**config.mk**
```make
export PLATFORM = sky130hd
export DESIGN_NAME = rr_grant_arbiter
export DESIGN_NICKNAME = d
export VERILOG_FILES = /design/src/rtl/rr_arb_pkg.sv /design/src/rtl/rr_pick.sv /design/src/rtl/rr_grant_arbiter.sv
export SDC_FILE = /design/constraint.sdc
export NUM_CORES = 1
export LEC_CHECK = 0
export ABC_AREA = 1
export BUFFER_PORTS_ARGS = -buffer_cell sky130_fd_sc_hd__buf_2
export CAP_MARGIN = 10
export CORE_MARGIN = 2
export CORE_UTILIZATION = 40
export CTS_CLUSTER_DIAMETER = 150
export DETAILED_ROUTE_END_ITERATION = 12
export GPL_ROUTABILITY_DRIVEN = 0
export PLACE_DENSITY = 0.73
export SYNTH_ARGS = -nofsm -noshare
export SYNTH_HDL_FRONTEND = slang
export SYNTH_HIERARCHICAL = 1
export SYNTH_SLANG_ARGS = --single-unit
```
**constraint.sdc**
```tcl
create_clock -name clock -period 1.8 [get_ports clock]
set_clock_uncertainty 0.1 [all_clocks]
set_input_delay 0.18 -clock clock [delete_from_list [all_inputs] [get_ports clock]]
set_output_delay 0.18 -clock clock [all_outputs]
set_load 0.02 [all_outputs]
```
**src/rtl/rr_arb_pkg.sv**
```systemverilog
// Shared types and helpers for the round-robin grant arbiter and its picker.
package rr_arb_pkg;

    typedef enum logic [0:0] {
        ARB_IDLE  = 1'b0,
        ARB_GRANT = 1'b1
    } arb_state_t;

    // Sized for the largest legal N (16); callers zero-extend and truncate.
    function automatic logic [3:0] onehot_to_idx(input logic [15:0] onehot);
        logic [3:0] idx;
        idx = '0;
        for (int i = 0; i < 16; i++) begin
            if (onehot[i]) begin
                idx = idx | 4'(i);
            end
        end
        return idx;
    endfunction

endpackage

```
**src/rtl/rr_pick.sv**
```systemverilog
// Circular priority picker: first available request at or after rr_ptr, wrapping.
module rr_pick #(
    parameter  int N    = 4,
    localparam int IDXW = $clog2(N)
) (
    input  logic [N-1:0]    req,
    input  logic [IDXW-1:0] rr_ptr,
    input  logic [N-1:0]    exclude,
    output logic            found,
    output logic [IDXW-1:0] idx
);

    logic [N-1:0]   avail;
    logic [N-1:0]   at_or_above;
    logic [2*N-1:0] dbl;
    int             hit;

    // Low half keeps only bits >= rr_ptr; the upper copy supplies the wrapped-around bits.
    always_comb begin
        avail       = req & ~exclude;
        at_or_above = '0;
        for (int i = 0; i < N; i++) begin
            at_or_above[i] = (i >= int'(rr_ptr));
        end
        dbl   = {avail, avail & at_or_above};
        found = 1'b0;
        hit   = 0;
        for (int i = 2 * N - 1; i >= 0; i--) begin
            if (dbl[i]) begin
                found = 1'b1;
                hit   = i;
            end
        end
        idx = (hit >= N) ? IDXW'(hit - N) : IDXW'(hit);
    end

endmodule

```
**src/rtl/rr_grant_arbiter.sv**
```systemverilog
// N-way sticky round-robin arbiter with registered one-hot grant.
// Optional forced hand-off after MAX_HOLD cycles is enabled by defining RR_ARB_TIMEOUT_EN.
module rr_grant_arbiter
    import rr_arb_pkg::*;
#(
    parameter  int N        = 4,
    parameter  int MAX_HOLD = 8,
    localparam int IDXW     = $clog2(N)
) (
    input  logic            clock,
    input  logic            reset_n,
    input  logic [N-1:0]    req,
    output logic [N-1:0]    grant,
    output logic            grant_valid,
    output logic [IDXW-1:0] grant_idx,
    output logic            preempt
);

    arb_state_t      state;
    logic [IDXW-1:0] rr_ptr;
    logic [N-1:0]    exclude;
    logic            pick_found;
    logic [IDXW-1:0] pick_idx;
    logic [N-1:0]    pick_onehot;
    logic [IDXW-1:0] pick_next_ptr;

`ifdef RR_ARB_TIMEOUT_EN
    localparam int            HCW       = (MAX_HOLD > 1) ? $clog2(MAX_HOLD) : 1;
    localparam logic [HCW-1:0] HOLD_LAST = HCW'(MAX_HOLD - 1);
    logic [HCW-1:0] hold_cnt;
`endif

    // The current owner never competes in its own hand-off, so it is visited last.
    assign exclude     = (state == ARB_GRANT) ? grant : '0;
    assign grant_valid = (state == ARB_GRANT);
    assign grant_idx   = IDXW'(onehot_to_idx(16'(grant)));

    rr_pick #(.N(N)) u_pick (
        .req     (req),
        .rr_ptr  (rr_ptr),
        .exclude (exclude),
        .found   (pick_found),
        .idx     (pick_idx)
    );

    always_comb begin
        pick_onehot   = {{(N-1){1'b0}}, 1'b1} << pick_idx;
        pick_next_ptr = (pick_idx == IDXW'(N - 1)) ? '0 : pick_idx + 1'b1;
    end

    always_ff @(posedge clock) begin
        if (!reset_n) begin
            state  <= ARB_IDLE;
            grant  <= '0;
            rr_ptr <= '0;
`ifdef RR_ARB_TIMEOUT_EN
            hold_cnt <= '0;
            preempt  <= 1'b0;
`endif
        end else begin
`ifdef RR_ARB_TIMEOUT_EN
            preempt <= 1'b0;
`endif
            case (state)
                ARB_IDLE: begin
                    if (pick_found) begin
                        state  <= ARB_GRANT;
                        grant  <= pick_onehot;
                        rr_ptr <= pick_next_ptr;
`ifdef RR_ARB_TIMEOUT_EN
                        hold_cnt <= '0;
`endif
                    end
                end
                ARB_GRANT: begin
                    if (!req[grant_idx]) begin
                        if (pick_found) begin
                            grant  <= pick_onehot;
                            rr_ptr <= pick_next_ptr;
`ifdef RR_ARB_TIMEOUT_EN
                            hold_cnt <= '0;
`endif
                        end else begin
                            state <= ARB_IDLE;
                            grant <= '0;
                        end
                    end
`ifdef RR_ARB_TIMEOUT_EN
                    else if (hold_cnt == HOLD_LAST && pick_found) begin
                        grant    <= pick_onehot;
                        rr_ptr   <= pick_next_ptr;
                        hold_cnt <= '0;
                        preempt  <= 1'b1;
                    end else if (hold_cnt != HOLD_LAST) begin
                        hold_cnt <= hold_cnt + 1'b1;
                    end
`endif
                end
                default: state <= ARB_IDLE;
            endcase
        end
    end

`ifndef RR_ARB_TIMEOUT_EN
    assign preempt = 1'b0;
`endif

endmodule

```
==> impl_metrics.yaml, run 1 <==
power:
  pwr-share-seq_pct: 23.9
  p_int_w: 0.000527
  p_leak_nw: 0.451
  p_per_area_mw_per_mm2: 1130
  switchingPower_w: 0.000407
  combPwrFrac_pct: 61.2
  total_power_w: 0.000934
  switching_share_pct: 43.6
  ir_worst_vdd_uv: 544
  pwr-share-clk_pct: 14.9
clock_tree:
  clockBufferDepth: 2
  clock-root-buffer: "clkbuf_4"
  clkTransAtPathRegs_ps: 50
  cts_made_buffers: 3
  cts_tree: "built"
  cts_hold_buf: 0
  clock_latency_ps: 250
  htreeDepth: 1
  clkSinkCount: 7
place:
  hpwl_um: 982
  place_inst: 124
  numPortBuffers: 12
  dpl-instance-area_um2: 711
cells_and_area:
  final_core_util_pct: 61.0
  layout.nets: 128
  area_growth_pct: 37.4
  fin_cells: 132
  antenna_cells: 0
  design_area_um2: 823
  drive_above_1_share_pct: 47.9
  fill_cells: 133
detailed_routing:
  vias: 610
  via_per_inst: 4.62
  postRouteAntennaNets: 0
  post-route-drc-count: 0
  routed_wl_um: 1280
  drt_iter0_drc: 5
  wl_per_cell_um: 9.72
  first_pass_iters: 2
critical_path:
  path_buf_inv: 3
  crit_path_start_kind: "flop"
  worstPathMaxFanout: 6
  worstSetupEndpointType: "flop"
  crit_type: "flop to flop"
  crit_slowest_cell: "dfxtp_4"
  cpLargestDelayFamily: "simple AND/OR/NAND/NOR gates"
  critPathRequiredTime_ps: 1840
  worstPathCellList: "nand2_1, inv_1, nor2_2, inv_1, nand2_1, nand3_2, nor2_4, inv_2, ha_4, nand3b_4, nand2_2, nor2_1"
  cp.arrival_ps: 1780
  r2r_setup_slack_ps: 60
  ff2ff_path_depth: 12
  timing.rr.end: "rr_ptr[1]$_SDFFE_PN0P_"
  slowest_delay_ps: 350
  reg2reg_from: "grant_valid$_SDFF_PN0_"
timing:
  finalHoldViolCount: 0
  period_share_pct: 96.6
  clock.fmax_mhz: 575
  setup_viol: 0
  rsz0062_at_grt: "yes"
  whs_ps: 75.1
  slew_violations: 0
  fin_crit_ps: 1740
yosys:
  synth-edff-count: 0
  yosys_warnings: 6
  synthCells: 95
  syn_area_um2: 599
  mappedNetlistNets: 105
  ys_seq_area_share_pct: 23.4
  syn_avg_cell_area_um2: 6.31
  ys_ff_latch: 7
  synth_flop_cell: "dfxtp_1"
  async_flop_share_pct: 0
  synth_cell_type_count: 19
status:
  outcome: "finished, final reports clean"
global_route:
  grt_remaining_overflow: 0
  grt_max_degree: 10
  gr-usage-all-layers_pct: 14.5
  grt_pass1_wl_um: 2040
  antenna_found_initial: 0
  grt_pass1_vias: 520
die:
  die_h_um: 42.7
  std_cell_rows: 13
  initial_core_util_pct: 44.4
  die_w_um: 42.7
  io_pins: 14
  coreArea_mm2: 0.00135
  die-area_mm2: 0.00182
worst_hold_path:
  holdPathEnd: "rr_ptr[1]$_SDFFE_PN0P_"
  holdPathStages: 3
  worstHoldStart: "reset_n"
  min_path_type: "input pin to flop"
flow_run:
  max_cap_viol_count: 0
[cell families after synthesis]
family                     after synthesis  synth area share, %
buffers and inverters                   23                 15.9
other                                    1                0.626
adders and majority gates                4                 8.35
DFF                                      7                 23.4
and+or+nand+nor                         51                 43.6
AOI/OAI and AO/OA                        9                 8.14
[area by class of cell]
cell class | instances | area (um^2) | share of cell area, %
clock buffers | 4 | 26.3 | 3.19
inverters | 20 | 75.1 | 9.12
multi-input cells | 65 | 430 | 52.3
flip-flops and latches | 7 | 145 | 17.6
well taps | 15 | 18.8 | 2.28
repair buffers | 21 | 128 | 15.5
[placed cells by master (no fill, tap or decap)]
master | netlist | layout
clkbuf_1 | 0 | 1
conb_1 | 1 | 1
a21oi_1 | 7 | 7
clkbuf_4 | 0 | 3
or2_2 | 2 | 2
nand3_1 | 12 | 11
dfxtp_4 | 0 | 1
a21oi_4 | 0 | 1
nand3_4 | 1 | 1
inv_1 | 19 | 14
dfxtp_1 | 7 | 5
nand2_1 | 18 | 14
nor2_1 | 7 | 5
nor2_4 | 0 | 1
inv_2 | 1 | 6
buf_4 | 2 | 9
ha_4 | 0 | 2
nand3b_4 | 0 | 1
nand2_2 | 6 | 10
buf_2 | 1 | 12
dfxtp_2 | 0 | 1
nor2_2 | 3 | 4
ha_1 | 4 | 2
o21ai_1 | 0 | 1
nand3_2 | 1 | 2
[power groups by stage]
stage	combinational [W]	clock (W)	sequential [W]
after global routing	0.000639	0.000152	0.000226
after detailed placement	0.000477	0	0.000224
final	0.000571	0.000139	0.000223
after CTS	0.000505	0.000145	0.000220
after floorplan	0.000329	0	0.000252
after global placement	0.000464	0	0.000225
[flip-flops by register name, indices dropped and copies added (netlist names)]
name         flops
grant            4
rr_ptr           2
grant_valid      1
[worst min-delay path, cell delays in order]
cell	delay (ps)
buf_2	120
nand2_2	60
nor2_1	30
[repair_timing]
action	in CTS	in global routing
gates resized for setup	1	17
buffers inserted	3	1
setup endpoints to repair	1	2
hold endpoints to repair	0	0
pin swaps	2	9
[synthesized netlist by cell type, types with 2 or more instances]
master    n  area, um^2
a21oi_1   7        35.0
ha_1      4        50.1
buf_4     2        15.0
nand2_2   6        37.5
or2_2     2        12.5
nor2_1    7        26.3
nor2_2    3        18.8
dfxtp_1   7         140
nand2_1  18        67.6
nand3_1  12        60.1
inv_1    19        71.3
[metal layers]
layer	vias to the layer above	global-route usage, %	part of all wire [%]	wire [um]
met5	-	0	0	0
met3	2	0	2.9	37
met1	261	20.2	46	596
met2	12	21.8	49	630
li1	335	-	-	-
met4	0	9.38	1.5	19
[how the worst max path moves through the flow]
stage                                 startpoint                endpoint  slack [ps]  cells after the start
after floorplan           grant_valid$_SDFF_PN0_  rr_ptr[1]$_SDFFE_PN0P_           2                     14
after global placement    grant_valid$_SDFF_PN0_  rr_ptr[1]$_SDFFE_PN0P_         -10                     13
after detailed placement  grant_valid$_SDFF_PN0_  rr_ptr[1]$_SDFFE_PN0P_         -50                     13
after CTS                 grant_valid$_SDFF_PN0_  rr_ptr[1]$_SDFFE_PN0P_          20                     13
after global routing      grant_valid$_SDFF_PN0_  rr_ptr[0]$_SDFFE_PN0P_         -60                     13
final                     grant_valid$_SDFF_PN0_  rr_ptr[1]$_SDFFE_PN0P_          60                     12
[through the flow]
step                setup WS (ps)  setup TNS [ps]
floorplan                    1.83               0
global placement            -12.7           -12.7
detailed placement          -49.9           -49.9
CTS                          19.7               0
global route                -57.6            -103
finish                       60.9               0
(Power assumes the default switching activity.)
==> inputs of run 2 (changes only) <==
--- a/config.mk
+++ b/config.mk
@@ -13,7 +13,7 @@
 export CTS_CLUSTER_DIAMETER = 150
 export DETAILED_ROUTE_END_ITERATION = 12
 export GPL_ROUTABILITY_DRIVEN = 0
-export PLACE_DENSITY = 0.73
+export PLACE_DENSITY = 0.7
 export SYNTH_ARGS = -nofsm -noshare
 export SYNTH_HDL_FRONTEND = slang
 export SYNTH_HIERARCHICAL = 1
==> constraint.sdc (replaced) <==
create_clock -name clock -period 2.15 [get_ports clock]
set_clock_uncertainty 0.1 [all_clocks]
set_input_delay 0.215 -clock clock [delete_from_list [all_inputs] [get_ports clock]]
set_output_delay 0.215 -clock clock [all_outputs]
set_load 0.02 [all_outputs]
==> run 2 against run 1 <==
  * Hold slack gained 40 ps
  * Non-clock buffer count is 8 lower
  * First-iteration DRC count is 40% higher
  * Sequential power fell by 12%
  * Critical path depth up 1
  * Sequential cell count did not move
  * Register-to-register slack improved by 200 ps
  * Count of clock-buffer cells in the layout fell by 1
  * Sequential share of layout area rose by 2.7 points
  * Largest cell class unchanged
  * Largest power group unchanged
==> impl_metrics.yaml, run 2 (synthesis results as in run 1) <==
cells_and_area:
  area_growth_pct: 15.9
  final_cell_mix: "inv_1, nand2_1, nand3_1, buf_2"
  regMostFlops: "grant"
  largest_reg_flops: 4
  final_common_cell: "inv_1"
  layout.nets: 120
  antenna_cells: 0
  drive_above_1_share_pct: 31.2
place:
  numPortBuffers: 12
  hpwl_um: 946
  post-place-ws_ps: 159
clock_tree:
  clockBufferDepth: 2
  clkTransAtPathRegs_ps: 60
  cts_tree: "built"
  clock_latency_ps: 250
  cts_made_buffers: 3
  clkSinkCount: 7
  htreeDepth: 1
  clock-root-buffer: "clkbuf_4"
  post_cts_buffers: 0
detailed_routing:
  vias: 562
  postRouteAntennaNets: 0
  wl_per_cell_um: 9.10
  drt_iter0_drc: 7
  via_per_inst: 4.53
  post-route-drc-count: 0
  routed_wl_um: 1130
  first_pass_iters: 3
status:
  outcome: "finished, final reports clean"
global_route:
  antenna_found_initial: 0
  grt_max_degree: 10
  grt_pass1_vias: 514
  grt_remaining_overflow: 0
  met3_usage_pct: 1.28
  grt_use_met1_pct: 18.3
  grt_busiest_layer: "met2"
  grt_pass1_wl_um: 2020
  grt_use_met2_pct: 22.4
  gr-usage-all-layers_pct: 14.8
timing:
  fin_crit_ps: 1880
  rsz0062_at_grt: "no"
  setup_slack_ps: 265
  setup_tns_ps: 0
  period_share_pct: 87.7
  finalHoldViolCount: 0
  slew_violations: 0
  clock.fmax_mhz: 531
  setup_viol: 0
power:
  switching_share_pct: 44.7
  pwr-share-seq_pct: 29.9
  p_leak_nw: 0.411
  p_per_area_mw_per_mm2: 947
  switchingPower_w: 0.000294
  combPwrFrac_pct: 52.1
  p_int_w: 0.000364
  pwr-share-clk_pct: 18.0
  ir_worst_vdd_uv: 464
critical_path:
  crit_path_start_kind: "flop"
  critPathRequiredTime_ps: 2190
  cp.arrival_ps: 1930
  worstPathMaxFanout: 8
  ff2ff_path_depth: 13
  crit_type: "flop to flop"
  worstSetupEndpointType: "flop"
die:
  io_pins: 14
  die-area_mm2: 0.00182
  coreArea_mm2: 0.00135
  std_cell_rows: 13
  die_h_um: 42.7
  die_w_um: 42.7
  initial_core_util_pct: 44.4
worst_hold_path:
  holdPathStages: 3
  min_path_type: "input pin to flop"
flow_run:
  max_cap_viol_count: 0
## run 2: cell types whose count changed in the layout (fill, tap and decap cells not counted), sizes merged
cell	previous run	this run
buf	21	13
clkbuf	4	3
clkinv	0	1
## run 2: power by group through the flow
stage / registers [W] / clock network (W) / logic, W
after floorplan: 0.000211 / 0 / 0.000257
after global placement: 0.000199 / 0 / 0.000337
after detailed placement: 0.000199 / 0 / 0.000347
after CTS: 0.000197 / 0.000128 / 0.000349
after global routing: 0.000202 / 0.000136 / 0.000387
final: 0.000197 / 0.000119 / 0.000342
## run 2: path summary, 6_finish.rpt
kind	startpoint	to	slack (ps)
worst max-delay path	grant_valid$_SDFF_PN0_	rr_ptr[1]$_SDFFE_PN0P_	270
worst min-delay path	reset_n	rr_ptr[0]$_SDFFE_PN0P_	120
worst max register to register	grant_valid$_SDFF_PN0_	rr_ptr[1]$_SDFFE_PN0P_	270
worst min register to register	grant[0]$_SDFFE_PN0P_	grant[0]$_SDFFE_PN0P_	400
## run 2: final cells by class
type / count / area (um^2)
Fill cell: 153 / 656
Multi-Input combinational cell: 65 / 364
Sequential cell: 7 / 141
Inverter: 20 / 75.1
Timing Repair Buffer: 13 / 67.6
Clock buffer: 3 / 22.5
Tap cell: 15 / 18.8
Clock inverter: 1 / 5.00
## run 2: stage by stage
step	hold slack (ps)	instances	total power (W)	instance area, um^2	utilization, %
6_report	115	124	0.000657	694	51.4
4_1_cts	105	124	0.000673	693	51.3
3_3_place_gp	372	120	0.000535	666	49.3
2_1_floorplan	236	95	0.000468	599	-
3_5_place_dp	375	120	0.000546	666	49.3
5_1_grt	111	124	0.000725	694	51.4
## run 2: what timing repair did
action / 4_1_cts / 5_1_grt
gates resized for setup: 0 / 1
hold buffers: 0 / 0
endpoints found under the setup margin: 0 / 1
## run 2: worst max-delay path, stage by stage, from the launching register on
cell and delay, ps:
dfxtp_2 400, nand2_1 70, inv_1 50, inv_1 40
nand2_2 60, o21ai_0 80, inv_1 80, nor2_1 40
nor2_1 200, inv_1 100, ha_1 270, nand3b_2 190
nand2_1 60, nor2_1 40
## run 2: metal layers
metal  part of all wire (%)  vias up
li1                       -      314
met1                     50      231
met2                     44       13
met3                    3.5        4
met4                    2.4        0
met5                      0        -
==> inputs of run 3 (changes only) <==
--- a/config.mk
+++ b/config.mk
@@ -6,11 +6,10 @@
 export NUM_CORES = 1
 export LEC_CHECK = 0
 export ABC_AREA = 1
-export BUFFER_PORTS_ARGS = -buffer_cell sky130_fd_sc_hd__buf_2
+export BUFFER_PORTS_ARGS = -buffer_cell sky130_fd_sc_hd__buf_4
 export CAP_MARGIN = 10
 export CORE_MARGIN = 2
 export CORE_UTILIZATION = 40
-export CTS_CLUSTER_DIAMETER = 150
 export DETAILED_ROUTE_END_ITERATION = 12
 export GPL_ROUTABILITY_DRIVEN = 0
 export PLACE_DENSITY = 0.7
==> run 3 against run 2 <==
  * Routed wire length up 1.6%
  * Sequential power about the same
  * Count of clock-buffer cells in the layout up 1
  * Global-route usage down 0.16 points
  * First-iteration DRC count up 100%
  * Power up 3.3%
  * Sequential cell count unchanged
  * Cell count unchanged
  * Setup slack worse by 27 ps
  * Critical path type unchanged
  * Critical endpoint unchanged
  * Largest power group unchanged
==> impl_metrics.yaml, run 3 (synthesis results as in run 1) <==
cells_and_area:
  final_cell_mix: "inv_1, nand2_1, buf_4"
  final_common_cell: "inv_1"
  layout.nets: 120
  regMostFlops: "grant"
  fill_cells: 141
  antenna_cells: 0
  area_growth_pct: 20.7
  largest_reg_flops: 4
  final_core_util_pct: 53.6
  drive_above_1_share_pct: 30.3
clock_tree:
  cts_made_buffers: 3
  htreeDepth: 1
  clock_latency_ps: 250
  clockBufferDepth: 2
  cts_tree: "built"
  cts_hold_buf: 0
  clkTransAtPathRegs_ps: 50
  ctsResizeCount: 0
  clkSinkCount: 7
  clock-root-buffer: "clkbuf_4"
  post_cts_buffers: 0
detailed_routing:
  routed_wl_um: 1150
  wl_per_cell_um: 9.24
  first_pass_iters: 4
  drt_iter0_drc: 14
  via_per_inst: 4.69
  vias: 581
  postRouteAntennaNets: 0
  post-route-drc-count: 0
timing:
  fin_crit_ps: 1910
  setup_slack_ps: 238
  finalHoldViolCount: 0
  setup_viol: 0
  period_share_pct: 88.9
  clock.fmax_mhz: 523
  rsz0062_at_grt: "no"
  slew_violations: 0
  setup_tns_ps: 0
power:
  p_leak_nw: 0.415
  ir_worst_vdd_uv: 436
  p_per_area_mw_per_mm2: 939
critical_path:
  crit_type: "flop to flop"
  critPathRequiredTime_ps: 2190
  crit_end: "rr_ptr[1]$_SDFFE_PN0P_"
  ff2ff_path_depth: 13
  worstSetupEndpointType: "flop"
  worstPathMaxFanout: 8
  startpoint: "grant_valid$_SDFF_PN0_"
  timing.rr.end: "rr_ptr[1]$_SDFFE_PN0P_"
  reg2reg_from: "grant_valid$_SDFF_PN0_"
  cp.arrival_ps: 1950
  crit_path_start_kind: "flop"
  r2r_setup_slack_ps: 240
worst_hold_path:
  min_path_type: "input pin to flop"
die:
  std_cell_rows: 13
  initial_core_util_pct: 44.4
  io_pins: 14
  die_w_um: 42.7
  die_h_um: 42.7
  die-area_mm2: 0.00182
  coreArea_mm2: 0.00135
global_route:
  grt_max_degree: 10
  grt_remaining_overflow: 0
  gr-usage-all-layers_pct: 14.6
  antenna_found_initial: 0
  grt_pass1_wl_um: 2060
  grt_pass1_vias: 545
place:
  numPortBuffers: 12
  hpwl_um: 967
  post-place-ws_ps: 145
flow_run:
  max_cap_viol_count: 0
status:
  outcome: "finished, final reports clean"
[run 3: where the power goes]
group          leakage, nW  internal (W)  switching [W]  total [W]
clock               0.0150     0.0000706      0.0000455   0.000116
sequential          0.0579      0.000162      0.0000362   0.000198
combinational        0.342      0.000154       0.000212   0.000365
total                0.415      0.000386       0.000293   0.000679
[run 3: how the worst min path moves through the flow]
stage | start | endpoint | slack, ps | cells after the start
finish | reset_n | rr_ptr[0]$_SDFFE_PN0P_ | 110 | 3
global route | reset_n | rr_ptr[1]$_SDFFE_PN0P_ | 110 | 3
CTS | reset_n | rr_ptr[0]$_SDFFE_PN0P_ | 100 | 3
detailed placement | reset_n | rr_ptr[0]$_SDFFE_PN0P_ | 370 | 3
global placement | reset_n | rr_ptr[0]$_SDFFE_PN0P_ | 360 | 3
floorplan | reset_n | rr_ptr[1]$_SDFFE_PN0P_ | 240 | 2
[run 3: through the flow]
stage / total power, W / area [um^2] / hold slack [ps] / cells
floorplan: 0.000468 / 599 / 236 / 95
global placement: 0.000557 / 696 / 362 / 120
detailed placement: 0.000568 / 696 / 365 / 120
CTS: 0.000688 / 722 / 105 / 124
global route: 0.000747 / 723 / 113 / 124
finish: 0.000679 / 723 / 106 / 124
[run 3: cell type report]
class | count | area (um^2) | share of cell area, %
timing repair buffer | 13 | 97.6 | 13.5
inverter | 20 | 75.1 | 10.4
multi-input combinational | 65 | 364 | 50.3
sequential | 7 | 141 | 19.6
tap | 15 | 18.8 | 2.60
clock buffer | 4 | 26.3 | 3.63
[run 3: worst max-delay path, stage by stage (launching register included)]
cell	delay, ps
dfxtp_2	410
nand2_1	80
inv_1	50
inv_1	40
nand2_2	60
o21ai_0	80
inv_1	70
nor2_1	40
nor2_1	200
inv_1	100
ha_1	280
nand3b_2	190
nand2_1	60
nor2_1	30
[run 3: layer usage]
layer  wire (um)  vias up  track usage (%)
met4           6        0             7.50
li1            -      313                -
met3          67        2             2.98
met5           0        -                0
met2         545       13             25.8
met1         527      253             16.3
